**config.mk**
```make
export PLATFORM = sky130hd
export DESIGN_NAME = note_voice_arbiter
export DESIGN_NICKNAME = d
export VERILOG_FILES = /design/src/rtl/note_voice_arbiter.sv
export SDC_FILE = /design/constraint.sdc
export NUM_CORES = 1
export LEC_CHECK = 0
export CAP_MARGIN = 20
export CORE_ASPECT_RATIO = 0.6
export CORE_MARGIN = 8
export CORE_UTILIZATION = 40
export DETAILED_ROUTE_END_ITERATION = 12
export GPL_TIMING_DRIVEN = 1
export PLACE_DENSITY = 0.54
export SLEW_MARGIN = 20
export SYNTH_ARGS = -nofsm -noshare
export SYNTH_HDL_FRONTEND = slang
export SYNTH_SLANG_ARGS = --single-unit
```
**constraint.sdc**
```tcl
create_clock -name clk -period 8.28 [get_ports clk]
set_clock_uncertainty 0.05 [all_clocks]
set_input_delay 1.242 -clock clk [delete_from_list [all_inputs] [get_ports clk]]
set_output_delay 1.242 -clock clk [all_outputs]
set_load 0.01 [all_outputs]
```
**src/rtl/note_voice_arbiter.sv**
```systemverilog
// Debounces the five piano keys and sequences a single note generator at a time:
// newest press wins, each note holds a minimum time, and a silent gap separates notes.
module note_voice_arbiter #(
  parameter int NUM_NOTES       = 5,
  parameter int DEBOUNCE_CYCLES = 1_000_000,
  parameter int MIN_HOLD_CYCLES = 5_000_000,
  parameter int GAP_CYCLES      = 100_000
) (
  input  logic                         clk,
  input  logic                         rst_n,
  input  logic [NUM_NOTES-1:0]         key_in,
  output logic [NUM_NOTES-1:0]         key_stable,
  output logic [NUM_NOTES-1:0]         note_en,
  output logic [$clog2(NUM_NOTES)-1:0] note_idx,
  output logic                         playing
);

  // state | meaning
  // IDLE  | silent, waiting for any key press
  // PLAY  | note_en = onehot(cur), hold counting down
  // GAP   | silent between two notes, pending plays when gap expires

  localparam int IW = $clog2(NUM_NOTES);
  localparam int DW = $clog2(DEBOUNCE_CYCLES + 1);
  localparam int HW = $clog2(MIN_HOLD_CYCLES + 1);
  localparam int GW = $clog2(GAP_CYCLES + 1);

  localparam logic [DW-1:0] DEB_LAST  = DW'(DEBOUNCE_CYCLES - 1);
  localparam logic [HW-1:0] HOLD_LOAD = HW'(MIN_HOLD_CYCLES);
  localparam logic [GW-1:0] GAP_LOAD  = GW'(GAP_CYCLES);

  typedef enum logic [1:0] {S_IDLE, S_PLAY, S_GAP} state_t;

  logic [NUM_NOTES-1:0] sync1, sync2, key_stable_d;
  logic [DW-1:0]        deb_cnt [NUM_NOTES];
  logic [NUM_NOTES-1:0] press, cur_mask, press_other, held_other;

  state_t               state, state_nxt;
  logic [IW-1:0]        cur, cur_nxt, pending, pending_nxt;
  logic [HW-1:0]        hold, hold_nxt, hold_dec;
  logic [GW-1:0]        gap, gap_nxt;
  logic [NUM_NOTES-1:0] en_nxt;
  logic [IW-1:0]        idx_nxt;

  function automatic logic [IW-1:0] lowest(input logic [NUM_NOTES-1:0] v);
    lowest = '0;
    for (int i = NUM_NOTES - 1; i >= 0; i--)
      if (v[i]) lowest = IW'(i);
  endfunction

  function automatic logic [NUM_NOTES-1:0] onehot(input logic [IW-1:0] idx);
    onehot = '0;
    for (int i = 0; i < NUM_NOTES; i++)
      if (IW'(i) == idx) onehot[i] = 1'b1;
  endfunction

  always_ff @(posedge clk) begin
    if (!rst_n) begin
      sync1        <= '0;
      sync2        <= '0;
      key_stable   <= '0;
      key_stable_d <= '0;
      for (int i = 0; i < NUM_NOTES; i++) deb_cnt[i] <= '0;
    end else begin
      sync1        <= key_in;
      sync2        <= sync1;
      key_stable_d <= key_stable;
      for (int i = 0; i < NUM_NOTES; i++) begin
        if (sync2[i] == key_stable[i]) begin
          deb_cnt[i] <= '0;
        end else if (deb_cnt[i] == DEB_LAST) begin
          deb_cnt[i]    <= '0;
          key_stable[i] <= ~key_stable[i];
        end else begin
          deb_cnt[i] <= deb_cnt[i] + 1'b1;
        end
      end
    end
  end

  assign press       = key_stable & ~key_stable_d;
  assign cur_mask    = onehot(cur);
  assign press_other = press & ~cur_mask;
  assign held_other  = key_stable & ~cur_mask;
  assign hold_dec    = (hold != '0) ? hold - 1'b1 : '0;

  // Outputs are registered with the state so note_en/note_idx/playing move together.
  always_ff @(posedge clk) begin
    if (!rst_n) begin
      state    <= S_IDLE;
      cur      <= '0;
      pending  <= '0;
      hold     <= '0;
      gap      <= '0;
      note_en  <= '0;
      note_idx <= '0;
      playing  <= 1'b0;
    end else begin
      state    <= state_nxt;
      cur      <= cur_nxt;
      pending  <= pending_nxt;
      hold     <= hold_nxt;
      gap      <= gap_nxt;
      note_en  <= en_nxt;
      note_idx <= idx_nxt;
      playing  <= (state_nxt == S_PLAY);
    end
  end

  always_comb begin
    state_nxt   = state;
    cur_nxt     = cur;
    pending_nxt = pending;
    hold_nxt    = hold;
    gap_nxt     = gap;
    unique case (state)
      S_IDLE: begin
        if (|press) begin
          state_nxt = S_PLAY;
          cur_nxt   = lowest(press);
          hold_nxt  = HOLD_LOAD;
        end
      end
      S_PLAY: begin
        hold_nxt = hold_dec;
        if (|press_other) begin
          state_nxt   = S_GAP;
          pending_nxt = lowest(press_other);
          gap_nxt     = GAP_LOAD;
        end else if (|(press & cur_mask)) begin
          hold_nxt = HOLD_LOAD;
        // Expiry looks at the decremented count so a note lasts exactly MIN_HOLD_CYCLES.
        end else if (hold_dec == '0 && !(|(key_stable & cur_mask))) begin
          if (|held_other) begin
            state_nxt   = S_GAP;
            pending_nxt = lowest(held_other);
            gap_nxt     = GAP_LOAD;
          end else begin
            state_nxt = S_IDLE;
          end
        end
      end
      S_GAP: begin
        gap_nxt = (gap != '0) ? gap - 1'b1 : '0;
        if (|press) pending_nxt = lowest(press);
        if (gap == GW'(1)) begin
          state_nxt = S_PLAY;
          cur_nxt   = pending_nxt;
          hold_nxt  = HOLD_LOAD;
        end
      end
      default: state_nxt = S_IDLE;
    endcase
  end

  always_comb begin
    en_nxt  = '0;
    idx_nxt = '0;
    if (state_nxt == S_PLAY) begin
      en_nxt  = onehot(cur_nxt);
      idx_nxt = cur_nxt;
    end
  end

endmodule
```
==> results of run 1 <==
-- kinds of logic after synthesis --
kind of cell | after synthesis
buf+inv | 74
other cells | 1
simple gates | 483
flops | 177
mux | 7
fa+ha+maj | 8
xor+xnor | 93
compound gates | 170
-- layer usage --
metal | global-route usage | part of all wire | routed length [microns] | vias up
met1 | 0.234 | 0.57 | 12000 | 3473
met3 | 0.0342 | 0.056 | 1180 | 13
met2 | 0.192 | 0.37 | 7890 | 182
met5 | 0 | 0 | 0 | -
li1 | - | - | - | 3777
met4 | 0.0322 | 0.0081 | 172 | 0
-- power by group through the flow --
stage,Sequential (W),Combinational [W],Clock [W]
after floorplan,0.000987,0.0000415,0
after global placement,0.000993,0.0000518,0
after detailed placement,0.000994,0.0000515,0
after CTS,0.000974,0.0000520,0.000819
after global routing,0.000978,0.0000606,0.000853
final,0.000974,0.0000524,0.000794
-- worst paths after layout --
path	endpoint	slack [ns]
max reg2reg	gap[1]	4.33
min reg2reg	sync2[2]	0.39
max	gap[1]	4.33
min	sync2[2]	0.39
-- synth_stat cells, drive strengths merged (4+ instances only) --
library cell    n  area [sq um]
nand4          22           138
nor2b           8          50.1
mux2i           5          50.1
nand3          58           295
clkbuf         37           139
and3           30           188
or3            19           119
nand2b          9          56.3
o22ai           6          37.5
edfxtp        100          3000
a21oi          61           305
inv            28           105
xnor2          46           403
nor4b          15           138
nor3           29           145
a221oi          4          35.0
o21ai          39           195
buf             9          47.5
ha              8           100
nor4           21           159
o41ai           4          35.0
or4             9          71.3
dfxtp          77          1540
o21a            4          30.0
and2           19           121
nor2          159           599
xor2           47           412
a31oi           9          56.3
nand2          63           236
a211oi         10          92.6
nor3b           5          47.5
-- area by class of cell --
cell class,count,share of cell area
sequential,177,0.419
clock buffer,17,0.0393
inverter,28,0.00970
timing repair buffer,25,0.0219
clock inverter,15,0.0132
multi-input combinational,861,0.460
tap,315,0.0364
-- sequential cells by signal (all words and copies together) (netlist names), 3 cells and up --
name / flops
note_idx: 3
note_en: 5
key_stable: 5
sync1: 5
hold: 23
deb_cnt: 100
sync2: 5
key_stable_d: 5
gap: 17
pending: 3
cur: 3
-- per-stage QoR --
step	utilization	instances	setup slack, ns	power [W]	hold WS [ns]
after floorplan	-	1112	5.57	0.00103	0.362
after global placement	0.444	1406	4.55	0.00105	0.367
after detailed placement	0.444	1406	4.40	0.00105	0.370
after CTS	0.468	1438	4.40	0.00184	0.389
after global routing	0.468	1438	4.12	0.00189	0.407
final	0.468	1438	4.33	0.00182	0.386
-- worst register-to-register path: stages (launching register included) --
cell,delay [ns]
dfxtp_1,0.36
inv_1,0.08
ha_1,0.19
nor3b_2,0.45
nand4_1,0.39
or4_1,0.57
nand4_1,0.16
nor4_1,0.09
a211oi_2,0.76
nand2_1,0.44
o32ai_1,0.31
==> impl_results.md, run 1 <==
- Clock Latency Late Sink: 0.44 ns
- Tmin final: 3.95 ns
- Sink Count: 177
- Share of post-route cells with drive strength above 1: 0.0552
- Sw frac: 0.245
- Core area: 23,100 sq um
- Largest delay contributor family on the critical path: simple AND/OR/NAND/NOR gates
- Reg2reg path depth: 10
- Total number of vias: 7,445
- Slew headroom: 0.295
- Syn Std Cell Area: 9450 sq um
- Core Rows: 43
- Final hold vios: 0
- Fin crit share: 0.477
- Multi-input logic area: 4980 sq um
- Pin count of the biggest net entering global routing: 42
- Diode count: 0
- Design Area, Final: 10,800 sq um
- Combinational family with the most area after synthesis: simple AND/OR/NAND/NOR gates
- Ys async rst share: 0
- Sequential share of the synthesized area: 0.481
- Hold buffers post-CTS: 0
- Synth Area in Adders: 0.0106
- Die width: 214 microns
- EDFF count, synth: 100
- Critical Path Most Common Cell: nand4_1
- Filler cells: 2,256
- Mux cell area share after synthesis: 0.0101
- Die H: 135 microns
- Yosys cell types: 76
- Placer Congestion: 0.879
- CTS tree: built
- Final setup viols: 0
- Drt wl/cell: 14.8 microns
- Final setup TNS: 0 ns
- Worst Max-Slew Pin Slew: 1.06 ns
- Post-CTS resize count: 0
- HPWL after DPL: 15,100 microns
- VDD IR max: 0.000146 V
- Gate power share: 0.029
- CP max-delay cell: a211oi_2
- Drt initial violations: 733
- Post CTS Setup Buffer Count: 0
- Fmax: 253 MHz
- Highest-count cells in the layout ignoring fill and taps: nor2_1 (158), edfxtp_1 (100), conb_1 (100)
- Hold Crit Start: sync1[2]
- Avg Synthesized Cell Area: 9.33 sq um
- RSZ-0062 raised after global routing: false
- Total global-route track usage: 0.147
- Stages on worst setup path: 10
- Routed vias/inst: 5.18
- Synth Instances: 1,013
- Initial Util: 0.408
- Instance area after placement: 10,300 sq um
- I/O Buffers: 20
- Outcome: finished, final reports clean
- Critical-path cell list: inv_1 > ha_1 > nor3b_2 > nand4_1 > or4_1 > nand4_1 > nor4_1 > a211oi_2 > nand2_1 > o32ai_1
- Reg-to-reg startpoint: hold[0]
- Min-Delay Path Class: reg -> reg
- I/O pin count: 21
- Synthesized flop and latch total: 177
- Psw: 0.000447 W
- Final wirelength: 21,200 microns
- Leakage: 3.95 nW
- Root Buffer Master: clkbuf_16
- Hold Path Stages: 1
- CTS Buf Count: 17
- Slew Viols, Final: 0
- Worst setup EP type: flop
- Drt drc: 0
- FF+latch area: 4540 sq um
- Sequential power share: 0.535
- Initial antenna violation count: 0
- # H-tree levels: 4
- Reg clk slew, reported paths: 0.08 ns
- DRT antenna net count: 0
- Grt total ovfl: 0
- Crit path DAT: 4.25 ns
- Ys flop type: edfxtp_1
- Crit path max fanout: 12
- CP startpoint: hold[0]
- Commonest non-fill, non-tap cell in the layout: nor2_1
- First-pass GRT wire length: 35,000 microns
- DRT Pass-1 Iters: 7
- Pwr/cell area: 168 nW/um^2
- Critical path data required time: 8.58 ns
- Die area: 29,000 sq um
- Vias in the first global route: 6,632
- Clock Power Share: 0.436
- Bufs and invs on worst path: 1
- Compound-Gate Fraction of Synth Area: 0.116
- CTS max path bufs: 2
- Nets: 1,125
- Area grow syn2layout: 14.7%
- Slowest cell delay on critical path: 0.76 ns
- CP startpoint kind: flop
- Warnings, synthesis: 0
- Maxcap violations: 0
- Crit Path Category: reg -> reg
- Internal Pwr Total: 0.00137 W
- Xor-xnor portion of the synthesized cell area: 0.0862
- Synth Area in Simple Gates: 0.265
Note: power is estimated with default switching activity, not from simulation.
==> run 2, diff against run 1 <==
Clock period 8.28 ns to 3.9 ns, I/O delays scaled along.
==> run 2 against run 1 <==
  * Cell count increased by 0.63%
  * Die area unchanged
  * Global-route usage increased by 0.42 points
  * Fmax increased by 23%
  * Combinational power increased by 120%
  * Sequential share of layout area decreased by 0.24 points
  * Via count about the same
  * Utilization increased by 0.27 points
  * Critical path type unchanged
  * Critical endpoint unchanged
  * Largest power group unchanged
==> impl_results.md, run 2 (synthesized netlist as in run 1, its figures left out) <==
- Outcome: finished, final reports clean (unchanged)
- Worst R2R Setup Slack: 0.68 ns (was 4.33 ns)
- Gate power share: 0.029 (about the same)
- Sequential power share: 0.536 (was 0.535)
- I/O pin count: 21 (unchanged)
- Psw: 0.000836 W (was 0.000447 W)
- Tmin final: 3.22 ns (was 3.95 ns)
- CP max-delay cell: or4_1 (was a211oi_2)
- Min-Delay Path Class: reg -> reg (unchanged)
- Regs by FF count: deb_cnt x100, hold x23, gap x17 (unchanged)
- Design Area, Final: 10,900 sq um (was 10,800 sq um)
- Reg2reg path depth: 12 (was 10)
- CTS tree: built (unchanged)
- CP startpoint: hold[0] (unchanged)
- Area grow syn2layout: 15.3% (was 14.7%)
- Leakage: 4.00 nW (was 3.95 nW)
- Hold buffers post-CTS: 0 (unchanged)
- Fin crit share: 0.826 (was 0.477)
- CTS Buf Count: 17 (unchanged)
- Final setup TNS: 0 ns (unchanged)
- Multi-input logic area: 4980 sq um (unchanged)
- Drt drc: 0 (unchanged)
- FF+latch area: 4540 sq um (unchanged)
- Critical path data required time: 4.19 ns (was 8.58 ns)
- Placer Congestion: 0.901 (was 0.879)
- Maxcap violations: 0 (unchanged)
- Fmax: 310 MHz (was 253 MHz)
- Initial antenna violation count: 0 (unchanged)
- Slowest cell delay on critical path: 0.57 ns (was 0.76 ns)
- Filler cells: 2,262 (was 2,256)
- Die width: 214 microns (unchanged)
- Placed Instances: 1,415 (was 1,406)
- Clock Latency Late Sink: 0.43 ns (was 0.44 ns)
- RSZ-0062 raised after global routing: false (unchanged)
- Sink Count: 177 (unchanged)
- Crit path max fanout: 12 (unchanged)
- Nets: 1,134 (was 1,125)
- Worst Max-Slew Pin Slew: 0.813 ns (was 1.06 ns)
- Vias in the first global route: 6,713 (was 6,632)
- Total chip power: 0.00386 W (was 0.00182 W)
- First-pass GRT wire length: 35,800 microns (was 35,000 microns)
- Largest register by flop count: deb_cnt (unchanged)
- Routed vias/inst: 5.15 (was 5.18)
- Crit Path Category: reg -> reg (unchanged)
- Total number of vias: 7,450 (was 7,445)
- Critical-path cell list: inv_1 > ha_1 > nor3b_2 > buf_4 > nand4_1 > or4_1 > nand4_1 > nor4_1 > a211oi_2 > buf_4 > nand2_1 > o32ai_1 (was inv_1 > ha_1 > nor3b_2 > nand4_1 > or4_1 > nand4_1 > nor4_1 > a211oi_2 > nand2_1 > o32ai_1)
- Instance area after placement: 10,300 sq um (about the same)
- Post CTS Setup Buffer Count: 0 (unchanged)
- Final hold vios: 0 (unchanged)
- Die area: 29,000 sq um (unchanged)
- Commonest non-fill, non-tap cell in the layout: nor2_1 (unchanged)
- DRT Pass-1 Iters: 5 (was 7)
- CTS max path bufs: 2 (unchanged)
- Final setup viols: 0 (unchanged)
- Core area: 23,100 sq um (unchanged)
- Drt wl/cell: 14.7 microns (was 14.8 microns)
- R2r endpoint: gap[1] (unchanged)
- I/O Buffers: 20 (unchanged)
- Sw frac: 0.216 (was 0.245)
- Reg-to-reg startpoint: hold[0] (unchanged)
- Slew headroom: 0.458 (was 0.295)
- Total global-route track usage: 0.151 (was 0.147)
- Highest-count cells in the layout ignoring fill and taps: nor2_1 (158), edfxtp_1 (100), conb_1 (100) (unchanged)
- Reg clk slew, reported paths: 0.06 ns (was 0.08 ns)
- Final wirelength: 21,300 microns (was 21,200 microns)
- Diode count: 0 (unchanged)
- Root Buffer Master: clkbuf_16 (unchanged)
- # H-tree levels: 4 (unchanged)
- Post-CTS resize count: 0 (unchanged)
- Slew Viols, Final: 0 (unchanged)
- Pin count of the biggest net entering global routing: 38 (was 42)
- Core Rows: 43 (unchanged)
- Clock Power Share: 0.435 (was 0.436)
- Layout Utilization: 0.471 (was 0.468)
- Die H: 135 microns (unchanged)
- Largest register FFs: 100 (unchanged)
- Drt initial violations: 613 (was 733)
- HPWL after DPL: 15,300 microns (was 15,100 microns)
- Initial Util: 0.408 (unchanged)
- Crit path DAT: 3.51 ns (was 4.25 ns)
- Pwr/cell area: 355 nW/um^2 (was 168 nW/um^2)
- Grt total ovfl: 0 (unchanged)
- Hold Crit Start: sync1[0] (was sync1[2])
- Crit path to: gap[1] (unchanged)
- VDD IR max: 0.000285 V (was 0.000146 V)
- Non-filler instance count after layout: 1,447 (was 1,438)
- DRT antenna net count: 0 (unchanged)
- Internal Pwr Total: 0.00303 W (was 0.00137 W)
- Share of post-route cells with drive strength above 1: 0.0592 (was 0.0552)
- CP startpoint kind: flop (unchanged)
- Worst setup EP type: flop (unchanged)
==> run 2: layer usage <==
layer / GRT usage / up-vias / share of wire
met5: 0 / - / 0
met3: 0.0277 / 14 / 0.045
met2: 0.196 / 148 / 0.38
met4: 0.0448 / 0 / 0.0091
met1: 0.242 / 3493 / 0.57
li1: - / 3795 / -
==> run 2: per-stage QoR <==
| stage | hold slack (ns) | setup slack [ns] |
|---|---|---|
| finish | 0.383 | 0.677 |
| global route | 0.410 | 0.396 |
| CTS | 0.385 | 0.698 |
| detailed placement | 0.369 | 0.739 |
| global placement | 0.366 | 0.758 |
| floorplan | 0.362 | 1.19 |
==> run 2: how the worst min path moves through the flow <==
stage                    end  slack [ns]  cells after the start
floorplan           sync2[0]        0.36                      1
global placement    sync2[0]        0.37                      1
detailed placement  sync2[0]        0.37                      1
CTS                 sync2[0]        0.39                      1
global route        sync2[0]        0.41                      1
finish              sync2[0]        0.38                      1
==> run 2: critical path, delay by kind of cell (launching register included) <==
| family | cells | cell delay [ns] |
|---|---|---|
| AOI/OAI and AO/OA | 2 | 0.52 |
| buffers and inverters | 3 | 0.47 |
| and+or+nand+nor | 6 | 1.54 |
| DFF | 1 | 0.36 |
| adders and majority gates | 1 | 0.20 |
==> run 2: layout make-up <==
class | count | area share
Timing Repair Buffer | 34 | 0.0280
Clock inverter | 10 | 0.00988
Multi-Input combinational cell | 861 | 0.458
Tap cell | 315 | 0.0362
Inverter | 28 | 0.00965
Sequential cell | 177 | 0.417
Clock buffer | 22 | 0.0417
==> run 2: power groups by stage <==
stage	clock network (W)	logic, W	registers (W)
after floorplan	0	0.0000882	0.00210
after global placement	0	0.000111	0.00211
after detailed placement	0	0.000111	0.00211
after CTS	0.00174	0.000112	0.00207
after global routing	0.00181	0.000131	0.00208
final	0.00168	0.000113	0.00207
==> run 3, diff against run 2 <==
Settings changed: PLACE_DENSITY 0.54 to 0.56.
Clock period 3.9 ns to 2.8 ns, I/O delays scaled along.
==> run 3 against run 2 <==
  * Setup slack worse by 0.63 ns
  * Power grew 42%
  * Critical path depth is 3 lower
  * Count of clock-buffer cells in the layout increased by 1
  * Largest cell class unchanged
  * Critical endpoint is now pending[0]
  * Die area stayed put
  * Cell count increased by 4.6%
  * Sequential power increased by 39%
  * Design area up 6.0%
==> impl_results.md, run 3 (synthesized netlist as in run 1, its figures left out) <==
- Die area: 29,000 sq um (unchanged)
- Crit Path Category: reg -> reg (unchanged)
- Leakage: 4.34 nW (was 4.00 nW)
- Fin crit share: 0.983 (was 0.826)
- Pin count of the biggest net entering global routing: 38 (unchanged)
- Critical path data required time: 3.11 ns (was 4.19 ns)
- CTS tree: built (unchanged)
- Root Buffer Master: clkbuf_16 (unchanged)
- Worst hold slack: 0.383 ns (about the same)
- I/O Buffers: 20 (unchanged)
- Pwr/cell area: 473 nW/um^2 (was 355 nW/um^2)
- VDD IR max: 0.000343 V (was 0.000285 V)
- Die width: 214 microns (unchanged)
- Reg clk slew, reported paths: 0.06 ns (about the same)
- Placer Congestion: 0.918 (was 0.901)
- Drt wl/cell: 14.8 microns (was 14.7 microns)
- Share of post-route cells with drive strength above 1: 0.127 (was 0.0592)
- Total global-route track usage: 0.158 (was 0.151)
- RSZ-0062 raised after global routing: true (was false)
- Slew headroom: 0.543 (was 0.458)
- Core area: 23,100 sq um (unchanged)
- Clock Latency Late Sink: 0.44 ns (was 0.43 ns)
- Maxcap violations: 0 (unchanged)
- Grt total ovfl: 0 (unchanged)
- Total number of vias: 7,646 (was 7,450)
- Worst Max-Slew Pin Slew: 0.686 ns (was 0.813 ns)
- Initial Util: 0.408 (unchanged)
- Highest-count cells in the layout ignoring fill and taps: nor2_1 (157), edfxtp_1 (100), conb_1 (100) (was nor2_1 (158), edfxtp_1 (100), conb_1 (100))
- CTS max path bufs: 2 (unchanged)
- Slew Viols, Final: 0 (unchanged)
- # H-tree levels: 4 (unchanged)
- CP startpoint kind: flop (unchanged)
- Final hold vios: 0 (unchanged)
- Tmin final: 2.75 ns (was 3.22 ns)
- Hold buffers post-CTS: 0 (unchanged)
- Routed vias/inst: 5.05 (was 5.15)
- DRT Pass-1 Iters: 7 (was 5)
- Final setup viols: 0 (unchanged)
- Area grow syn2layout: 22.2% (was 15.3%)
- Crit path max fanout: 3 (was 12)
- Nets: 1,200 (was 1,134)
- Worst setup EP type: flop (unchanged)
- DRT antenna net count: 0 (unchanged)
- Drt drc: 0 (unchanged)
- Diode count: 0 (unchanged)
- Outcome: finished, final reports clean (unchanged)
- HPWL after DPL: 16,400 microns (was 15,300 microns)
- Crit path DAT: 3.06 ns (was 3.51 ns)
- Sink Count: 177 (unchanged)
- Die H: 135 microns (unchanged)
- CTS Buf Count: 17 (unchanged)
- First-pass GRT wire length: 37,300 microns (was 35,800 microns)
- Commonest non-fill, non-tap cell in the layout: nor2_1 (unchanged)
- Final wirelength: 22,400 microns (was 21,300 microns)
- Design Area, Final: 11,500 sq um (was 10,900 sq um)
- Largest register FFs: 100 (unchanged)
- I/O pin count: 21 (unchanged)
- Vias in the first global route: 6,958 (was 6,713)
- Instance area after placement: 10,800 sq um (was 10,300 sq um)
- Regs by FF count: deb_cnt x100, hold x23, gap x17 (unchanged)
- Largest register by flop count: deb_cnt (unchanged)
- Core Rows: 43 (unchanged)
- Min-Delay Path Class: reg -> reg (unchanged)
- Drt initial violations: 569 (was 613)
- Initial antenna violation count: 0 (unchanged)
- Fmax: 363 MHz (was 310 MHz)
-- run 3: changes by cell type in the layout (fill, tap and decap cells not counted), sizes merged --
cell      previous run  this run
clkinvlp             0         1
buf                 14        80
clkbuf              22        23
bufinv               2         1
inv                 32        33
clkinv               4         2
-- run 3: final timing paths --
path	start	to	slack [ns]	cells past startpoint
max	hold[14]	pending[0]	0.05	9
min reg2reg	sync1[0]	sync2[0]	0.38	1
min	sync1[0]	sync2[0]	0.38	1
max reg2reg	hold[14]	pending[0]	0.05	9
-- run 3: cell type report --
cell class / count / area, sq um
Fill cell: 2178 / 11600
Clock inverter: 9 / 91.3
Sequential cell: 177 / 4550
Clock buffer: 23 / 500
Tap cell: 315 / 394
Timing Repair Buffer: 100 / 806
Multi-Input combinational cell: 861 / 5100
Inverter: 28 / 105
-- run 3: through the flow --
stage	util	setup WS [ns]	instances	TNS [ns]	total power, W
6_report	0.499	0.0487	1513	0	0.00547
5_1_grt	0.499	-0.0288	1513	-0.0405	0.00568
4_1_cts	0.491	0.00983	1505	0	0.00553
3_5_place_dp	0.465	0.0372	1473	0	0.00310
3_3_place_gp	0.465	0.0590	1473	0	0.00309
2_1_floorplan	-	0.0949	1112	0	0.00304
-- run 3: timing repair --
action	4_1_cts	5_1_grt
buffers inserted	0	7
resized for setup	0	25
endpoints found under the setup margin	0	39
-- run 3: critical path, stage by stage, from the launching register on --
cell and delay, ns:
dfxtp_2 0.33, or4_4 0.51, or2_1 0.25, or4_1 0.45, and2_4 0.20, a41o_1 0.19, a311oi_2 0.30, buf_4 0.18
a21oi_1 0.07, o22ai_1 0.15
-- run 3: routing by layer --
layer | wire length (microns) | up-vias | global-route usage
met5 | 0 | - | 0
met2 | 8250 | 151 | 0.201
met1 | 12700 | 3554 | 0.251
met3 | 1350 | 14 | 0.0471
met4 | 139 | 0 | 0.0330
li1 | - | 3927 | -
-- run 3: where the power goes --
part / switching, W / internal (W) / total, W / leakage [nW]
logic: 0.0000948 / 0.0000663 / 0.000161 / 2.40
clock network: 0.00106 / 0.00137 / 0.00242 / 0.290
registers: 0.0000673 / 0.00281 / 0.00288 / 1.66
